[config.mk]
export PLATFORM = sky130hd
export DESIGN_NAME = mem_arbiter
export DESIGN_NICKNAME = d
export VERILOG_FILES = /design/src/rtl/mem_arbiter.sv
export SDC_FILE = /design/constraint.sdc
export NUM_CORES = 1
export LEC_CHECK = 0
export ABC_AREA = 1
export CORE_AREA = 2 2 639 641
export CTS_CLUSTER_SIZE = 25
export DETAILED_ROUTE_END_ITERATION = 7
export DIE_AREA = 0 0 641 643
export GPL_TIMING_DRIVEN = 0
export SYNTH_ARGS = -nofsm -noshare
export SYNTH_HDL_FRONTEND = slang
export SYNTH_SLANG_ARGS = --single-unit
[constraint.sdc]
create_clock -name clk_i -period 1.29 [get_ports clk_i]
set_input_delay 0.129 -clock clk_i [delete_from_list [all_inputs] [get_ports clk_i]]
set_output_delay 0.129 -clock clk_i [all_outputs]
set_load 0.1 [all_outputs]
[src/rtl/mem_arbiter.sv]
// mem_arbiter: two-port round-robin arbiter in front of the single 256-bit
// data-memory port. Port 0 is the instruction-cache refill path, port 1 is
// dcache_top. One transaction is latched, driven to memory until mem_ack_i,
// and the acknowledge is routed back to its owner. A sticky watchdog flag
// reports transactions that sit in BUSY too long without an acknowledge.
module mem_arbiter #(
  parameter int ADDR_W  = 32,
  parameter int DATA_W  = 256,
  parameter int TIMEOUT = 255
) (
  input  logic              clk_i,
  input  logic              rst_i,
  input  logic              m0_enable_i,
  input  logic              m0_write_i,
  input  logic [ADDR_W-1:0] m0_addr_i,
  input  logic [DATA_W-1:0] m0_data_i,
  output logic              m0_ack_o,
  output logic [DATA_W-1:0] m0_data_o,
  input  logic              m1_enable_i,
  input  logic              m1_write_i,
  input  logic [ADDR_W-1:0] m1_addr_i,
  input  logic [DATA_W-1:0] m1_data_i,
  output logic              m1_ack_o,
  output logic [DATA_W-1:0] m1_data_o,
  input  logic [DATA_W-1:0] mem_data_i,
  input  logic              mem_ack_i,
  output logic              mem_enable_o,
  output logic              mem_write_o,
  output logic [ADDR_W-1:0] mem_addr_o,
  output logic [DATA_W-1:0] mem_data_o,
  output logic [1:0]        grant_o,
  output logic              timeout_o
);

  // A zero TIMEOUT disables the watchdog; keep the counter at least one bit
  // wide so the declaration stays legal in that case.
  localparam int CNT_W = (TIMEOUT > 0) ? $clog2(TIMEOUT + 1) : 1;
  localparam logic [CNT_W-1:0] CNT_MAX = CNT_W'(TIMEOUT);

  typedef enum logic [1:0] {
    IDLE,
    BUSY,
    DONE
  } state_t;

  state_t           state;
  logic             last_served;
  logic [CNT_W-1:0] busy_cnt;
  logic             pick_m1;

  // Round-robin choice: a lone requester wins, a tie goes to the port that
  // was not served last.
  always_comb begin
    pick_m1 = m1_enable_i && (!m0_enable_i || !last_served);
  end

  // Only the acknowledge and the read data are combinational paths; grant_o
  // is nonzero only in BUSY, so the ack is suppressed in IDLE and DONE.
  assign m0_ack_o  = mem_ack_i & grant_o[0];
  assign m1_ack_o  = mem_ack_i & grant_o[1];
  assign m0_data_o = mem_data_i;
  assign m1_data_o = mem_data_i;

  // Arbiter FSM: the memory-side outputs double as the latched transaction
  // registers, so they stay stable for the whole BUSY phase.
  always_ff @(posedge clk_i or negedge rst_i) begin
    if (!rst_i) begin
      state        <= IDLE;
      last_served  <= 1'b0;
      busy_cnt     <= '0;
      mem_enable_o <= 1'b0;
      mem_write_o  <= 1'b0;
      mem_addr_o   <= '0;
      mem_data_o   <= '0;
      grant_o      <= 2'b00;
      timeout_o    <= 1'b0;
    end else begin
      case (state)
        IDLE: begin
          if (m0_enable_i || m1_enable_i) begin
            last_served  <= pick_m1;
            busy_cnt     <= '0;
            mem_enable_o <= 1'b1;
            if (pick_m1) begin
              mem_write_o <= m1_write_i;
              mem_addr_o  <= m1_addr_i;
              mem_data_o  <= m1_data_i;
              grant_o     <= 2'b10;
            end else begin
              mem_write_o <= m0_write_i;
              mem_addr_o  <= m0_addr_i;
              mem_data_o  <= m0_data_i;
              grant_o     <= 2'b01;
            end
            state <= BUSY;
          end
        end
        BUSY: begin
          if (mem_ack_i) begin
            mem_enable_o <= 1'b0;
            mem_write_o  <= 1'b0;
            grant_o      <= 2'b00;
            state        <= DONE;
          end else if ((TIMEOUT != 0) && (busy_cnt != CNT_MAX)) begin
            busy_cnt <= busy_cnt + 1'b1;
            if (busy_cnt == CNT_MAX - 1'b1) begin
              timeout_o <= 1'b1;
            end
          end
        end
        DONE: begin
          state <= IDLE;
        end
        default: begin
          state <= IDLE;
        end
      endcase
    end
  end

endmodule

==> summary.txt <==
Drt
  – Post-Route WL: 354000 µm
  – Vias per cell: 2.55
  – DR WL/cell: roughly 37 µm
  – Residual DRC: 0
  – DR pass1 iterations: 5
  – Antenna Nets Post-Route: 0
  – DRT iter0 DRCs: 1830
  – DR vias: 24700

Place
  – Dpl ws: -2.33 ns
  – Final GP Congestion: 1.01
  – Post-DP HPWL: 315000 µm
  – Cells after DPL: ~9000
  – Number of port buffers: 1389

Pwr
  – Static Leak: 0.0198 µW
  – Power Dens Cells: approximately 2600 mW/mm²
  – Total power: between 100000 and 150000 µW
  – VDD IR max: 1500 µV

STA
  – Final hold violations: 7
  – Layout Skew: around 0.040 ns
  – Post-route setup slack: -0.581 ns
  – F_max: 534 MHz
  – Post-route clock period utilization: 145%
  – RSZ-0062 raised after global routing: true
  – Final setup viols: 1078
  – Worst-Margin Slew: 1.50 ns
  – Final min period: approximately 1.9 ns
  – Slew HR: -0.0196%
  – Final max-slew violation count: 1
  – Min Hold Slack: -0.0302 ns

Critical path
  – Flop2flop setup slack: -0.58 ns
  – Crit-path max FO: 8
  – CP Launch Type: flop
  – Worst Setup Path Type: flop to flop
  – Cell Chain, Critical Path: nor2_4, o21ai_4, a21oi_4, buf_12, buf_12, buf_16, clkbuf_16, nand2_2, nand3_1
  – Largest stage delay on the critical path: 0.41 ns
  – Crit path arrival time: 2.56 ns
  – Critical Path Stages: 9
  – Setup crit end kind: flop
  – CP required: 1.98 ns
  – Slowest-stage cell, CP: dfrtp_1
  – CP bufs+invs: 4
  – Crit path top cell by count: buf_12
  – R2R cell count: 9
  – CP top delay family: buffers and inverters

Logic synthesis
  – Fraction of registers with async set/reset: 100%
  – Area leader, netlist: dfrtp_1
  – Cells after Synth: approximately 2200
  – Most common cell in the synthesized netlist: nand2_1
  – Seq/Total Area, Yosys: 44.6%
  – Syn avg cell area: ~7.9 µm²
  – Dominant cells by area after synthesis: dfrtp_1 (45%), buf_4 (23%), nand2_1 (20%), nand3_1 (8.8%), buf_2 (1.7%)
  – Main flop type after synthesis: dfrtp_1
  – Synth warnings: 0
  – Yosys reg bits: just over 300
  – Mapped Area: between 0.015 and 0.02 mm²
  – Number of synthesized flops with an enable pin: 0
  – List of most frequent post-synthesis cells: nand2_1 (904), buf_4 (523), dfrtp_1 (304), nand3_1 (299), buf_2 (57)
  – Net count after synthesis: 3002
  – Yosys cell types: 20
  – Share of the synthesized area in the top cell type: between 40 and 50%

Global route
  – Largest net degree at the start of global routing: 96
  – Vias in the first global route: ~25000
  – Global-route wire length before repair: roughly 400000 µm
  – GRT overflow: 0
  – Antenna violations before repair: between 200 and 250
  – GRT Util Overall: between 10% and 20%

Status
  – Status: complete, but fails checks
  – Failing checks: negative hold slack, max-capacitance violations, max-slew violations, negative setup slack

Die
  – Initial Util: 4.21%
  – I/O pin total: 1646
  – Die height: 643 µm
  – Core box area: between 0.4 and 0.5 mm²
  – Rows: roughly 230
  – Die area: approximately 0.41 mm²
  – Chip Width: 641 µm

Clock network
  – CTS sink count: slightly above 300
  – CTS clk-pin slew, worst paths: 0.06 ns
  – Total CTS buffers: 51
  – Worst skew pair latency: 0.75 ns
  – Clk buf depth: 3
  – Root buf cell: clkbuf_16
  – CTS tree: built
  – Htree depth: 2

Cells and area
  – Finished Core Util: 11.8%
  – Share of layout cells above drive strength 1: 32.8%
  – Post-layout nets: 4997
  – FILL cells: 46500
  – Post-route insts no fill: a little under 10000
  – Synth-to-Final Area Change: 181%

Flow run
  – Max-cap violations: 1

Min path
  – Worst min path class: primary input to async pin
## worst paths after layout
path / endpoint / startpoint
worst min register to register: timeout_o / timeout_o
worst max register to register: mem_data_o[182] / state[0]
max in group asynchronous: mem_data_o[198] / rst_i
worst min-delay path: mem_data_o[180] / rst_i
worst max-delay path: mem_data_o[182] / state[0]
min in group clk_i: mem_data_o[240] / m1_data_i[240]
## cells in the final DEF (no fill, tap or decap), types with 62 or more instances in the layout
cell                n
buf_12             74
clkbuf_16          62
dlygate4sd3_1     493
nand2_2           101
nand2_1           707
nand3_1           228
diode_2            64
clkdlybuf4s50_1  1058
nand2_4            67
buf_2             105
buf_4             711
dfrtp_1           296
nand3_2            71
## stage by stage
stage | TNS, ns | cell area, µm²
3_5_place_dp | -764.47 | 37500
3_3_place_gp | -6178.34 | 37800
4_1_cts | -385.55 | 46900
5_1_grt | -400.62 | 47800
6_report | -340.30 | 47900
2_1_floorplan | -2.97 | 17100
## layer usage
metal  global-route usage [%]  part of all wire (%)  vias up
met1                     17.3                    35    11800
met3                     10.6                    15      621
met2                     27.1                    46     1741
met5                        0                  0.34        -
met4                     4.63                   3.6      174
li1                         -                     -    10400
## kinds of logic (layout without fill, tap and decap cells)
kind of cell / Yosys count / after routing / share of synthesized area, %
XOR/XNOR: 1 / 1 / 0.0514
adder cells (fa/ha/maj): 2 / 2 / 0.147
flip-flops: 304 / 304 / 44.6
other: 0 / 64 / 0
AO/OA/AOI/OAI: 9 / 9 / 0.301
AND/OR/NAND/NOR: 1221 / 1221 / 29.1
buffers and inverters: 624 / 2661 / 25.7
## repair_timing
| action | in CTS | in global routing |
|---|---|---|
| gates cloned | 18 | 7 |
| buffers inserted | 33 | 3 |
| gates resized for setup | 1930 | 190 |
| hold buffers | 491 | 2 |
| endpoints found under the setup margin | 1075 | 1072 |
| hold endpoints to repair | 456 | 8 |
| pin swaps | 16 | 13 |
## registers in the layout (all words and copies together), names as in the netlist
name          flops
mem_addr_o       32
mem_enable_o      1
busy_cnt          8
timeout_o         1
grant_o           2
state             2
last_served       1
mem_data_o      256
mem_write_o       1
## where the power goes
part / internal, µW / switching (µW)
Clock: 8330 / 7060
Sequential: 14300 / 3490
Combinational: 20500 / 73100
Total: 43100 / 83600
## area by class of cell
cell class / instances / area, µm² / area share (%)
timing repair buffer: 1947 / 19600 / 40.9
clock buffer: 57 / 1320 / 2.75
tap: 5428 / 6790 / 14.2
clock inverter: 38 / 438 / 0.914
multi-input combinational: 1233 / 6690 / 14.0
inverter: 15 / 63.8 / 0.133
buffer: 604 / 5220 / 10.9
antenna: 64 / 160 / 0.334
sequential: 304 / 7620 / 15.9
Power figures use the tool's default switching activity.
